`src/rtl/sccb_write_master_pkg.sv`:
```
// Shared constants for the SCCB write engine: FSM encodings, quarter codes,
// frame geometry and the frame packing helper.
package sccb_write_master_pkg;

  localparam logic [2:0] ST_IDLE  = 3'd0;
  localparam logic [2:0] ST_START = 3'd1;
  localparam logic [2:0] ST_BIT   = 3'd2;
  localparam logic [2:0] ST_STOP  = 3'd3;
  localparam logic [2:0] ST_BUF   = 3'd4;

  localparam logic [1:0] Q0 = 2'd0;
  localparam logic [1:0] Q1 = 2'd1;
  localparam logic [1:0] Q2 = 2'd2;
  localparam logic [1:0] Q3 = 2'd3;

  localparam int NBITS  = 27;   // 3 bytes, each followed by a don't-care bit
  localparam int NSLOTS = 30;   // START + 27 bits + STOP + BUF

  localparam logic [7:0] OV7670_ID = 8'h42;

  // The don't-care (9th) positions are loaded as 1 so the line is released.
  function automatic logic [NBITS-1:0] sccb_frame(input logic [7:0] dev,
                                                  input logic [7:0] rg,
                                                  input logic [7:0] dat);
    return {dev, 1'b1, rg, 1'b1, dat, 1'b1};
  endfunction

  function automatic logic is_ninth(input logic [4:0] idx);
    return (idx == 5'd8) || (idx == 5'd17) || (idx == 5'd26);
  endfunction

endpackage

```
`src/rtl/sccb_tick_gen.sv`:
```
// Quarter-bit timebase: counts 0..QDIV-1, pulses qtick on the last count and
// steps a 2-bit quarter index. Synchronous clear restarts both at zero.
module sccb_tick_gen #(
  parameter int QDIV = 62
) (
  input  logic       clk_i,
  input  logic       rst_ni,
  input  logic       clr_i,
  output logic       qtick_o,
  output logic [1:0] quarter_o
);

  localparam int CW = (QDIV > 1) ? $clog2(QDIV) : 1;

  logic [CW-1:0] cnt_q;
  logic [1:0]    qtr_q;

  assign qtick_o   = (cnt_q == CW'(QDIV - 1));
  assign quarter_o = qtr_q;

  // Divider and quarter index; clear wins over the tick.
  always_ff @(posedge clk_i or negedge rst_ni) begin
    if (!rst_ni) begin
      cnt_q <= '0;
      qtr_q <= 2'd0;
    end else if (clr_i) begin
      cnt_q <= '0;
      qtr_q <= 2'd0;
    end else if (qtick_o) begin
      cnt_q <= '0;
      qtr_q <= qtr_q + 2'd1;
    end else begin
      cnt_q <= cnt_q + CW'(1);
    end
  end

endmodule

```
`src/rtl/sccb_write_master.sv`:
```
// SCCB 3-phase write engine: START, 27 bit slots {dev,Z,reg,Z,data,Z}, STOP,
// then one bus-free slot. Pins are registered from the current phase, so they
// trail the phase by one clock; slot length and order are unaffected.
module sccb_write_master
  import sccb_write_master_pkg::*;
#(
  parameter int CLK_HZ    = 25_000_000,
  parameter int SCL_HZ    = 100_000,
  parameter bit CHECK_ACK = 1'b1
) (
  input  logic       iCLK,
  input  logic       iRST_N,
  input  logic       start,
  input  logic [7:0] dev_addr,
  input  logic [7:0] reg_addr,
  input  logic [7:0] reg_data,
  output logic       busy,
  output logic       done,
  output logic       ack_err,
  output logic       sioc,
  output logic       siod_oe,
  input  logic       siod_in
);

  localparam int QDIV = CLK_HZ / (4 * SCL_HZ);

  logic             qtick, tick_clr;
  logic [1:0]       quarter;
  logic [2:0]       state_q, state_d;
  logic [4:0]       bit_q, bit_d, slot_q, slot_d;
  logic [NBITS-1:0] sr_q, sr_d;
  logic             busy_q, done_q, done_d, ack_q, ack_d;
  logic             sioc_q, sioc_d, oe_q, oe_d;
  logic [1:0]       sync_q;
  logic             accept, slot_end, ninth, nack_seen;

  // A start in the done cycle is dropped: busy is already low there.
  assign accept    = start & ~busy_q & ~done_q;
  assign slot_end  = qtick & (quarter == Q3);
  assign ninth     = is_ninth(bit_q);
  assign tick_clr  = (state_q == ST_IDLE);
  assign nack_seen = CHECK_ACK && (state_q == ST_BIT) && ninth &&
                     qtick && (quarter == Q2) && sync_q[1];

  sccb_tick_gen #(.QDIV(QDIV)) u_tick (
    .clk_i     (iCLK),
    .rst_ni    (iRST_N),
    .clr_i     (tick_clr),
    .qtick_o   (qtick),
    .quarter_o (quarter)
  );

  // Phase sequencing: one state per slot, shift register advances per bit.
  always_comb begin
    state_d = state_q;
    bit_d   = bit_q;
    slot_d  = slot_q;
    sr_d    = sr_q;
    done_d  = 1'b0;
    unique case (state_q)
      ST_IDLE: if (accept) begin
        state_d = ST_START;
        sr_d    = sccb_frame(dev_addr, reg_addr, reg_data);
        slot_d  = 5'd0;
        bit_d   = 5'd0;
      end
      ST_START: if (slot_end) begin
        state_d = ST_BIT;
        slot_d  = slot_q + 5'd1;
      end
      ST_BIT: if (slot_end) begin
        slot_d = slot_q + 5'd1;
        sr_d   = {sr_q[NBITS-2:0], 1'b1};
        if (bit_q == 5'(NBITS - 1)) state_d = ST_STOP;
        else                        bit_d   = bit_q + 5'd1;
      end
      ST_STOP: if (slot_end) begin
        state_d = ST_BUF;
        slot_d  = slot_q + 5'd1;
      end
      ST_BUF: if (slot_end && slot_q == 5'(NSLOTS - 1)) begin
        state_d = ST_IDLE;
        slot_d  = 5'd0;
        done_d  = 1'b1;
      end
      default: state_d = ST_IDLE;
    endcase
  end

  // Sticky NACK flag, cleared on every accepted request.
  always_comb begin
    ack_d = ack_q;
    if (accept)         ack_d = 1'b0;
    else if (nack_seen) ack_d = 1'b1;
  end

  // Pin levels for the current phase; SIOD only moves with SIOC low in bits.
  always_comb begin
    sioc_d = 1'b1;
    oe_d   = 1'b0;
    unique case (state_q)
      ST_START: begin
        sioc_d = (quarter != Q3);
        oe_d   = (quarter == Q2) || (quarter == Q3);
      end
      ST_BIT: begin
        sioc_d = (quarter == Q1) || (quarter == Q2);
        oe_d   = ninth ? 1'b0 : ~sr_q[NBITS-1];
      end
      ST_STOP: begin
        sioc_d = (quarter != Q0);
        oe_d   = (quarter == Q0) || (quarter == Q1);
      end
      default: begin
        sioc_d = 1'b1;
        oe_d   = 1'b0;
      end
    endcase
  end

  // State, data path and registered pin drivers; reset releases the bus.
  always_ff @(posedge iCLK or negedge iRST_N) begin
    if (!iRST_N) begin
      state_q <= ST_IDLE;
      bit_q   <= 5'd0;
      slot_q  <= 5'd0;
      sr_q    <= '1;
      busy_q  <= 1'b0;
      done_q  <= 1'b0;
      ack_q   <= 1'b0;
      sioc_q  <= 1'b1;
      oe_q    <= 1'b0;
      sync_q  <= 2'b11;
    end else begin
      state_q <= state_d;
      bit_q   <= bit_d;
      slot_q  <= slot_d;
      sr_q    <= sr_d;
      busy_q  <= (state_d != ST_IDLE);
      done_q  <= done_d;
      ack_q   <= ack_d;
      sioc_q  <= sioc_d;
      oe_q    <= oe_d;
      sync_q  <= {sync_q[0], siod_in};
    end
  end

  assign busy    = busy_q;
  assign done    = done_q;
  assign ack_err = ack_q;
  assign sioc    = sioc_q;
  assign siod_oe = oe_q;

endmodule
```
`config.mk`:
```
export PLATFORM = sky130hd
export DESIGN_NAME = sccb_write_master
export DESIGN_NICKNAME = d
export VERILOG_FILES = /design/src/rtl/sccb_write_master_pkg.sv /design/src/rtl/sccb_tick_gen.sv /design/src/rtl/sccb_write_master.sv
export SDC_FILE = /design/constraint.sdc
export NUM_CORES = 1
export LEC_CHECK = 0
export CAP_MARGIN = 25
export CORE_MARGIN = 3
export CORE_UTILIZATION = 52
export CTS_BUF_LIST = sky130_fd_sc_hd__clkbuf_2
export DETAILED_ROUTE_END_ITERATION = 6
export GPL_ROUTABILITY_DRIVEN = 0
export PLACE_DENSITY = 0.85
export SKIP_LAST_GASP = 1
export SLEW_MARGIN = 10
export SYNTH_ARGS = -nofsm -noshare
export SYNTH_HDL_FRONTEND = slang
export SYNTH_SLANG_ARGS = --single-unit
```
`constraint.sdc`:
```
create_clock -name iCLK -period 3.6 [get_ports iCLK]
set_input_delay 0.9 -clock iCLK [delete_from_list [all_inputs] [get_ports iCLK]]
set_output_delay 0.9 -clock iCLK [all_outputs]
set_load 0.03 [all_outputs]
```
==> results of run 1 <==
-- state kept, by name, indices dropped and copies added, names as in the netlist, 2 cells and up --
| register | count |
|---|---|
| bit_q | 5 |
| sync_q | 2 |
| u_tick.quarter_o | 2 |
| state_q | 3 |
| slot_q | 5 |
| sr_q | 26 |
| u_tick.cnt_q | 6 |
-- final timing paths --
check                                     start                    end  slack, ps
min reg2reg                 sync_q[0]$_DFF_PN1_    sync_q[1]$_DFF_PN1_        370
min in group asynchronous                iRST_N  slot_q[4]$_DFFE_PN0P_        380
max in group asynchronous                iRST_N   sr_q[17]$_DFFE_PN1P_       2420
max                              sioc$_DFF_PN1_                   sioc       1010
min                         sync_q[0]$_DFF_PN1_    sync_q[1]$_DFF_PN1_        370
max reg2reg                state_q[1]$_DFF_PN0_   bit_q[2]$_DFFE_PN0P_       1480
-- routing by layer --
| metal | track usage (%) | routed length (um) | up-vias |
|---|---|---|---|
| met1 | 25.8 | 2590 | 1102 |
| met3 | 3.27 | 195 | 8 |
| met2 | 33.4 | 2930 | 47 |
| met4 | 6.87 | 90 | 0 |
| li1 | - | - | 1122 |
| met5 | 0 | 0 | - |
-- cell usage in the layout (no fill, tap or decap), drive strengths merged, types with 2 or more instances in the layout --
cell / count
nand4b: 2
or3: 4
a21oi: 9
nand2: 53
ha: 12
nand2b: 2
a211oi: 2
clkdlybuf4s50: 31
nor3b: 3
inv: 10
or3b: 2
a31oi: 26
clkbuf: 6
xor2: 2
buf: 9
nand3: 6
dfrtp: 25
and3: 2
mux2i: 3
and2: 2
o21ba: 2
clkinv: 2
nor3: 29
o22ai: 4
nor2: 21
nand4: 4
dfstp: 29
xnor2: 4
o21ai: 6
o211ai: 5
-- per-stage QoR --
stage / instances / util (%) / setup WS, ps
floorplan: 299 / - / 1650
global placement: 391 / 61.4 / 1090
detailed placement: 391 / 61.4 / 989
CTS: 399 / 62.2 / 998
global route: 400 / 62.7 / 957
finish: 400 / 62.7 / 1010
-- synth_stat cells, types with 3 or more instances --
| cell type | n | share of area (%) |
|---|---|---|
| clkbuf_1 | 7 | 0.94 |
| nor2_1 | 21 | 2.8 |
| or3_1 | 4 | 0.89 |
| buf_2 | 7 | 1.2 |
| a31oi_1 | 26 | 5.8 |
| a21oi_1 | 9 | 1.6 |
| nand2_1 | 53 | 7.1 |
| xnor2_1 | 4 | 1.2 |
| dfstp_2 | 29 | 27 |
| nor3_1 | 28 | 5.0 |
| dfrtp_1 | 25 | 22 |
| o21ai_0 | 3 | 0.53 |
| mux2i_1 | 3 | 1.1 |
| ha_1 | 12 | 5.3 |
| o211ai_1 | 5 | 1.3 |
| inv_1 | 10 | 1.3 |
| o22ai_1 | 4 | 0.89 |
| nand4_1 | 4 | 0.89 |
| nand3_1 | 6 | 1.1 |
-- cell families (layout without fill, tap and decap cells) --
kind of cell | Yosys count | in the layout | synth area share (%)
xor gates and xnor gates | 6 | 6 | 1.87
adders and majority gates | 12 | 12 | 5.35
AOI/OAI and AO/OA | 60 | 60 | 13.9
and+or+nand+nor | 136 | 136 | 23.5
buffers and inverters | 27 | 58 | 4.45
DFF | 54 | 54 | 49.4
muxes | 4 | 4 | 1.47
-- area by class of cell --
type / count / area, um^2 / share of cell area, %
Multi-Input combinational cell: 218 / 1300 / 40.0
Sequential cell: 54 / 1390 / 42.8
Clock buffer: 6 / 30.0 / 0.926
Tap cell: 70 / 87.6 / 2.70
Inverter: 10 / 37.5 / 1.16
Clock inverter: 2 / 8.76 / 0.270
Timing Repair Buffer: 40 / 395 / 12.2
-- where the power goes --
| group | switching (mW) | total, mW | internal (mW) |
|---|---|---|---|
| Combinational | 0.183 | 0.385 | 0.202 |
| Sequential | 0.130 | 0.998 | 0.868 |
| Clock | 0.186 | 0.234 | 0.0477 |
| Total | 0.499 | 1.62 | 1.12 |
==> results.py, run 1 <==
metrics = {
    "timing": {
        "finalSetupTns_ps": 0,
        "fin_skew_ps": 37.7,
        "whs_ps": 373,
        "setup_viol": 0,
        "max_clock_freq_mhz": 386,
        "final_max_slew_viol_count": 0,
        "rsz0062_at_grt": "no",
        "maxSlewHeadroom_pct": 62.8,
        "hold_violations": 0,
        "tightest_slew_ps": 559,
        "fin_crit_ps": 2590,
        "finalCritPeriodShare_pct": 72.0,
    },
    "drt": {
        "drcViolationCount": 0,
        "num_vias": 2279,
        "vias_per_cell": 5.70,
        "routed_wl_um": 5810,
        "routedWlPerCell_um": 14.5,
        "drt-initial-drc-count": 216,
        "final_antenna_net_count": 0,
        "drt_pass1_iterations": 4,
    },
    "floorplanning": {
        "initial_core_util_pct": 54.3,
        "die_area_um2": 6320,
        "die_x_um": 79.5,
        "die_h_um": 79.5,
        "core_um2": 5170,
        "ioPinCount": 33,
        "num_rows": 26,
    },
    "synth": {
        "syn_nets": 339,
        "syn_area_um2": 2810,
        "ys_warn_count": 0,
        "ys_seq_area_share_pct": 49.4,
        "yosys_most_used_dff": "dfstp_2",
        "synth_edf_count": 0,
        "yosysUniqueCellTypes": 47,
        "synth_async_sr_flop_share_pct": 100,
        "syn_avg_cell_area_um2": 9.39,
        "synthCells": 299,
        "ys_ff_latch": 54,
    },
    "finish": {
        "diodes": 0,
        "fin_area_um2": 3240,
        "final_nets": 369,
        "layout-drive-gt1-share_pct": 16.1,
        "fill_cells": 414,
        "area_growth_pct": 15.5,
    },
    "min_path": {
        "worstHoldPathCells": 0,
        "worstHoldPathType": "flop to flop",
    },
    "clock_network": {
        "clk_latency_ps": 460,
        "cts_tree": "built",
        "clk_pin_slew_ps": 270,
        "post_cts.repair.setup_buffers": 0,
        "cts.htree.levels": 2,
        "cts_resized": 0,
        "cts_root_buf": "clkbuf_2",
        "cts_buffers": 5,
        "clockBufferDepth": 2,
        "clock-sinks": 54,
        "postCtsHoldBufs": 0,
    },
    "critical_path": {
        "cpMaxStageDelayCell": "clkdlybuf4s50_1",
        "critPathCaptureType": "primary output",
        "cp_num_cells": 1,
        "start_kind": "flop",
        "crit_family": "buffers and inverters",
        "crit_buf_inv": 1,
        "crit_fanout": 1,
        "r2r_cells": 6,
        "critPathKind": "flop to primary output",
        "path_cells": "clkdlybuf4s50_1",
        "cp.required_ps": 2700,
        "arrival_ps": 1690,
        "worst_path_largest_cell_delay_ps": 660,
    },
    "power": {
        "p_leak_nw": 1.33,
        "power_density_nw_per_um2": 499,
        "worst_ir_drop_vdd_uv": 197,
        "total_power_mw": 1.62,
    },
    "job": {
        "drv_cap": 0,
    },
    "global_route": {
        "grt_max_degree": 45,
        "grt_pass1_vias": 2333,
        "grt_overflow": 0,
        "antenna_found_initial": 0,
        "grt_pass1_wl_um": 10200,
        "groute.usage.overall_pct": 19.8,
    },
    "outcome": {
        "status": "completed",
    },
    "placed_design": {
        "io_buffers": 32,
        "place_area_um2": 3180,
        "place_hpwl_um": 3920,
    },
}
(Power assumes the default switching activity.)
==> run 2, diff against run 1 <==
- PLACE_DENSITY: 0.85 -> 0.88
- clock period: 3.6 -> 2.3 ns (I/O delays scaled with it)
==> run 2 against run 1 <==
Effect of this change: cell area up 2.3%; largest cell class unchanged; global-route usage about the same; first-iteration DRC count down 6.5%; clock skew down 12 ps; final cell count up 0.50%; total power up 65%.
==> results.py, run 2 (synthesis gave the netlist of run 1 again) <==
metrics = {
    "power": {
        "power_density_nw_per_um2": 806,
        "p_int_mw": 1.87,
        "clockPowerShare_pct": 18.0,
        "p_sw_share_pct": 30.2,
        "pwr-share-seq_pct": 58.7,
        "p_leak_nw": 1.36,
        "combPwrFrac_pct": 23.3,
        "power.net_switching_mw": 0.808,
        "worst_ir_drop_vdd_uv": 388,
    },
    "floorplanning": {
        "die_h_um": 79.5,
        "die_x_um": 79.5,
        "die_area_um2": 6320,
        "core_um2": 5170,
        "initial_core_util_pct": 54.3,
        "ioPinCount": 33,
        "num_rows": 26,
    },
    "critical_path": {
        "worst_path_largest_cell_delay_ps": 680,
        "start_kind": "flop",
        "crit_fanout": 2,
        "path_cells": "clkdlybuf4s50_1",
        "r2r_slack_ps": 450,
        "crit_family": "buffers and inverters",
        "cpMaxStageDelayCell": "clkdlybuf4s50_1",
        "cp.required_ps": 1730,
        "arrival_ps": 1520,
        "critPathKind": "flop to primary output",
        "crit_buf_inv": 1,
        "critPathCaptureType": "primary output",
    },
    "clock_network": {
        "clk_pin_slew_ps": 270,
        "cts.htree.levels": 2,
        "cts_tree": "built",
        "postCtsHoldBufs": 0,
        "post_cts.repair.setup_buffers": 0,
        "clock-sinks": 54,
        "cts_resized": 0,
        "clockBufferDepth": 2,
        "cts_root_buf": "clkbuf_2",
        "cts_buffers": 5,
        "clk_latency_ps": 450,
    },
    "job": {
        "drv_cap": 0,
    },
    "timing": {
        "final_max_slew_viol_count": 0,
        "rsz0062_at_grt": "no",
        "max_clock_freq_mhz": 478,
        "setup_viol": 0,
        "fin_skew_ps": 25.3,
        "maxSlewHeadroom_pct": 64.9,
        "finalCritPeriodShare_pct": 90.9,
        "fin_crit_ps": 2090,
        "hold_violations": 0,
        "whs_ps": 64.4,
        "tightest_slew_ps": 520,
        "finalSetupTns_ps": 0,
    },
    "drt": {
        "drt-initial-drc-count": 202,
        "routedWlPerCell_um": 15.0,
        "drt_pass1_iterations": 4,
        "final_antenna_net_count": 0,
        "routed_wl_um": 6010,
        "num_vias": 2291,
        "drcViolationCount": 0,
        "vias_per_cell": 5.70,
    },
    "finish": {
        "regMostFlops": "sr_q",
        "layout-drive-gt1-share_pct": 16.9,
        "diodes": 0,
        "area_growth_pct": 18.1,
        "final_nets": 371,
        "largest_reg_flops": 26,
        "final_cell_mix": "nand2_1 (53), clkdlybuf4s50_1 (30), dfstp_2 (29)",
        "multi_input_comb_area_um2": 1300,
        "regArea_um2": 1390,
        "final_common_cell": "nand2_1",
        "fill_cells": 405,
        "largestRegisters": "sr_q (26), u_tick.cnt_q (6)",
    },
    "global_route": {
        "grt_pass1_vias": 2242,
        "groute.usage.overall_pct": 19.8,
        "antenna_found_initial": 0,
        "grt_pass1_wl_um": 10000,
        "grt_max_degree": 55,
        "grt_overflow": 0,
    },
    "outcome": {
        "status": "completed",
    },
    "placed_design": {
        "place_hpwl_um": 4210,
        "io_buffers": 32,
    },
    "min_path": {
        "worstHoldPathType": "input port to asynchronous set/reset pin",
    },
}
[run 2: cell types whose count changed in the layout (fill, tap and decap cells not counted), sizes merged]
cell	before	now
clkdlybuf4s50	31	30
clkbuf	6	5
dlymetal6s2s	0	1
buf	9	11
bufinv	0	1
[run 2: path summary, 6_finish.rpt]
check	from	endpoint	cells after the start
min in group iCLK	sync_q[0]$_DFF_PN1_	sync_q[1]$_DFF_PN1_	0
max in group asynchronous	iRST_N	sr_q[18]$_DFFE_PN1P_	2
min	iRST_N	bit_q[0]$_DFFE_PN0P_	2
max reg2reg	state_q[0]$_DFF_PN0_	bit_q[2]$_DFFE_PN0P_	5
max	ack_err$_DFFE_PN0P_	ack_err	1
min reg2reg	sync_q[0]$_DFF_PN1_	sync_q[1]$_DFF_PN1_	0
[run 2: power groups by stage]
stage / sequential, mW / clock (mW) / combinational [mW]
finish: 1.57 / 0.481 / 0.622
global route: 1.61 / 0.519 / 0.698
CTS: 1.57 / 0.491 / 0.629
detailed placement: 1.58 / 0 / 0.625
global placement: 1.57 / 0 / 0.591
floorplan: 1.53 / 0 / 0.451
[run 2: area by class of cell]
cell class / count / share of cell area (%)
sequential: 54 / 41.8
multi-input combinational: 218 / 39.1
timing repair buffer: 42 / 13.4
tap: 70 / 2.64
clock inverter: 3 / 1.21
inverter: 10 / 1.13
clock buffer: 5 / 0.754
[run 2: per-layer routing]
layer  track usage (%)  up-vias  part of all wire, %
li1                  -     1120                    -
met1              25.3     1104                   44
met2              33.5       55                   50
met3              3.50       12                  3.6
met4              7.39        0                  2.1
met5                 0        -                    0
[run 2: through the flow]
step	util (%)	worst slack, ps	power [mW]	cells	area, um^2
floorplan	-	675	1.98	299	2810
global placement	62.8	181	2.16	394	3250
detailed placement	62.8	123	2.21	394	3250
CTS	64.1	34.6	2.69	402	3310
global route	64.1	135	2.82	402	3320
finish	64.1	209	2.67	402	3320
==> run 3, diff against run 2 <==
- CORE_ASPECT_RATIO: unset -> 0.7
- MAX_ROUTING_LAYER: unset -> met4
==> run 3 against run 2 <==
Effect of this change: critical path depth is the same; register-to-register slack lost 130 ps; core utilization grew 1.4 points; cell area shrank 1.4%; die area grew 0.22%; via count grew 1.3%; routed wire length shrank 0.20%; final cell count shrank 0.25%; combinational power shrank 3%; non-clock buffer count is the same; worst setup slack lost 37 ps; critical path type unchanged; critical endpoint unchanged.
==> results.py, run 3 (synthesis gave the netlist of run 1 again) <==
metrics = {
    "critical_path": {
        "r2r_cells": 5,
        "cp-startpoint": "ack_err$_DFFE_PN0P_",
        "r2r_end": "busy$_DFF_PN0_",
        "r2r_slack_ps": 320,
        "critPathKind": "flop to primary output",
        "crit_fanout": 2,
        "worst_path_largest_cell_delay_ps": 680,
        "cpMaxStageDelayCell": "clkdlybuf4s50_1",
        "arrival_ps": 1550,
        "crit_buf_inv": 1,
        "crit_family": "buffers and inverters",
        "cp.required_ps": 1730,
        "r2r-start": "state_q[0]$_DFF_PN0_",
        "cp_num_cells": 1,
        "critPathCaptureType": "primary output",
        "start_kind": "flop",
        "crit_path_end": "ack_err",
        "path_cells": "clkdlybuf4s50_1",
    },
    "drt": {
        "num_vias": 2320,
        "drcViolationCount": 0,
        "drt-initial-drc-count": 169,
        "routed_wl_um": 6000,
        "drt_pass1_iterations": 5,
        "final_antenna_net_count": 0,
        "routedWlPerCell_um": 15.0,
        "vias_per_cell": 5.79,
    },
    "clock_network": {
        "cts.htree.levels": 2,
        "clockBufferDepth": 2,
        "clock-sinks": 54,
        "clk_pin_slew_ps": 290,
        "clk_latency_ps": 450,
        "cts_tree": "built",
        "cts_buffers": 5,
        "cts_root_buf": "clkbuf_2",
        "post_cts.repair.setup_buffers": 0,
    },
    "timing": {
        "fin_crit_ps": 2130,
        "max_clock_freq_mhz": 470,
        "tightest_slew_ps": 507,
        "final_max_slew_viol_count": 0,
        "hold_violations": 0,
        "finalCritPeriodShare_pct": 92.5,
        "maxSlewHeadroom_pct": 66.1,
        "layout_setup_ws_ps": 172,
        "setup_viol": 0,
        "fin_skew_ps": 35.3,
        "rsz0062_at_grt": "no",
        "finalSetupTns_ps": 0,
    },
    "finish": {
        "regArea_um2": 1390,
        "fin_area_um2": 3270,
        "area_growth_pct": 16.4,
        "final_cell_mix": "nand2_1 (53), clkdlybuf4s50_1 (30), dfstp_2 (29)",
        "largestRegisters": "sr_q (26), u_tick.cnt_q (6)",
        "final_nets": 371,
        "fin_cells": 401,
        "layout-drive-gt1-share_pct": 16.6,
        "largest_reg_flops": 26,
        "multi_input_comb_area_um2": 1300,
        "final_common_cell": "nand2_1",
        "fill_cells": 388,
        "diodes": 0,
        "regMostFlops": "sr_q",
    },
    "global_route": {
        "grt_pass1_wl_um": 9940,
        "grt_pass1_vias": 2113,
        "grt_max_degree": 55,
        "grt_overflow": 0,
        "antenna_found_initial": 0,
        "groute.usage.overall_pct": 20.5,
    },
    "floorplanning": {
        "die_area_um2": 6330,
        "die_x_um": 93.8,
        "core_um2": 4990,
        "initial_core_util_pct": 56.3,
        "ioPinCount": 33,
        "num_rows": 21,
        "die_h_um": 67.5,
    },
    "placed_design": {
        "io_buffers": 32,
        "place_area_um2": 3220,
        "place_hpwl_um": 4270,
        "post-place-cells": 393,
        "post-place-ws_ps": 28.0,
    },
    "power": {
        "p_leak_nw": 1.35,
        "total_power_mw": 2.56,
        "power_density_nw_per_um2": 783,
        "worst_ir_drop_vdd_uv": 603,
    },
    "min_path": {
        "worstHoldPathType": "input port to asynchronous set/reset pin",
    },
    "outcome": {
        "status": "completed",
    },
    "job": {
        "drv_cap": 0,
    },
}
[run 3: cell types whose count changed in the layout (fill, tap and decap cells not counted)]
cell	change
inv_4	+1
clkinv_2	-2
inv_6	+1
clkinv_1	+1
buf_12	-2
buf_4	+2
bufinv_16	-1
[run 3: routing by layer]
layer | up-vias | track usage, % | part of all wire (%)
li1 | 1124 | - | -
met1 | 1121 | 28.6 | 46
met2 | 67 | 31.7 | 48
met3 | 8 | 3.01 | 5.4
met4 | 0 | 5.41 | 0.93
met5 | - | - | 0
[run 3: final cells by class]
cell class / instances / area share [%]
flip-flops and latches: 54 / 42.4
multi-input cells: 218 / 39.6
repair buffers: 42 / 12.8
inverters: 10 / 1.15
clock buffers: 5 / 0.765
well taps: 69 / 2.64
clock inverters: 3 / 0.574
[run 3: per-stage QoR]
stage,util (%),hold slack (ps)
2_1_floorplan,-,279
3_3_place_gp,64.6,346
3_5_place_dp,64.6,347
4_1_cts,65.4,47.4
5_1_grt,65.5,20.5
6_report,65.5,56.6
[run 3: worst min path at each step]
stage / from / endpoint / slack (ps) / depth (start not counted)
3_5_place_dp: sync_q[0]$_DFF_PN1_ / sync_q[1]$_DFF_PN1_ / 350 / 0
3_3_place_gp: sync_q[0]$_DFF_PN1_ / sync_q[1]$_DFF_PN1_ / 350 / 0
6_report: iRST_N / bit_q[4]$_DFFE_PN0P_ / 60 / 2
5_1_grt: iRST_N / slot_q[3]$_DFFE_PN0P_ / 20 / 2
2_1_floorplan: iRST_N / ack_err$_DFFE_PN0P_ / 280 / 0
4_1_cts: iRST_N / slot_q[3]$_DFFE_PN0P_ / 50 / 2
[run 3: power breakdown]
group / leakage, nW / switching [mW] / internal, mW
logic: 0.690 / 0.288 / 0.316
clock network: 0.0313 / 0.306 / 0.0775
registers: 0.625 / 0.213 / 1.36
total: 1.35 / 0.807 / 1.75
[run 3: timing repair]
| item | in CTS | in global routing |
|---|---|---|
| gates resized for setup | 0 | 1 |
| endpoints found under the setup margin | 0 | 1 |
| hold buffers | 0 | 0 |
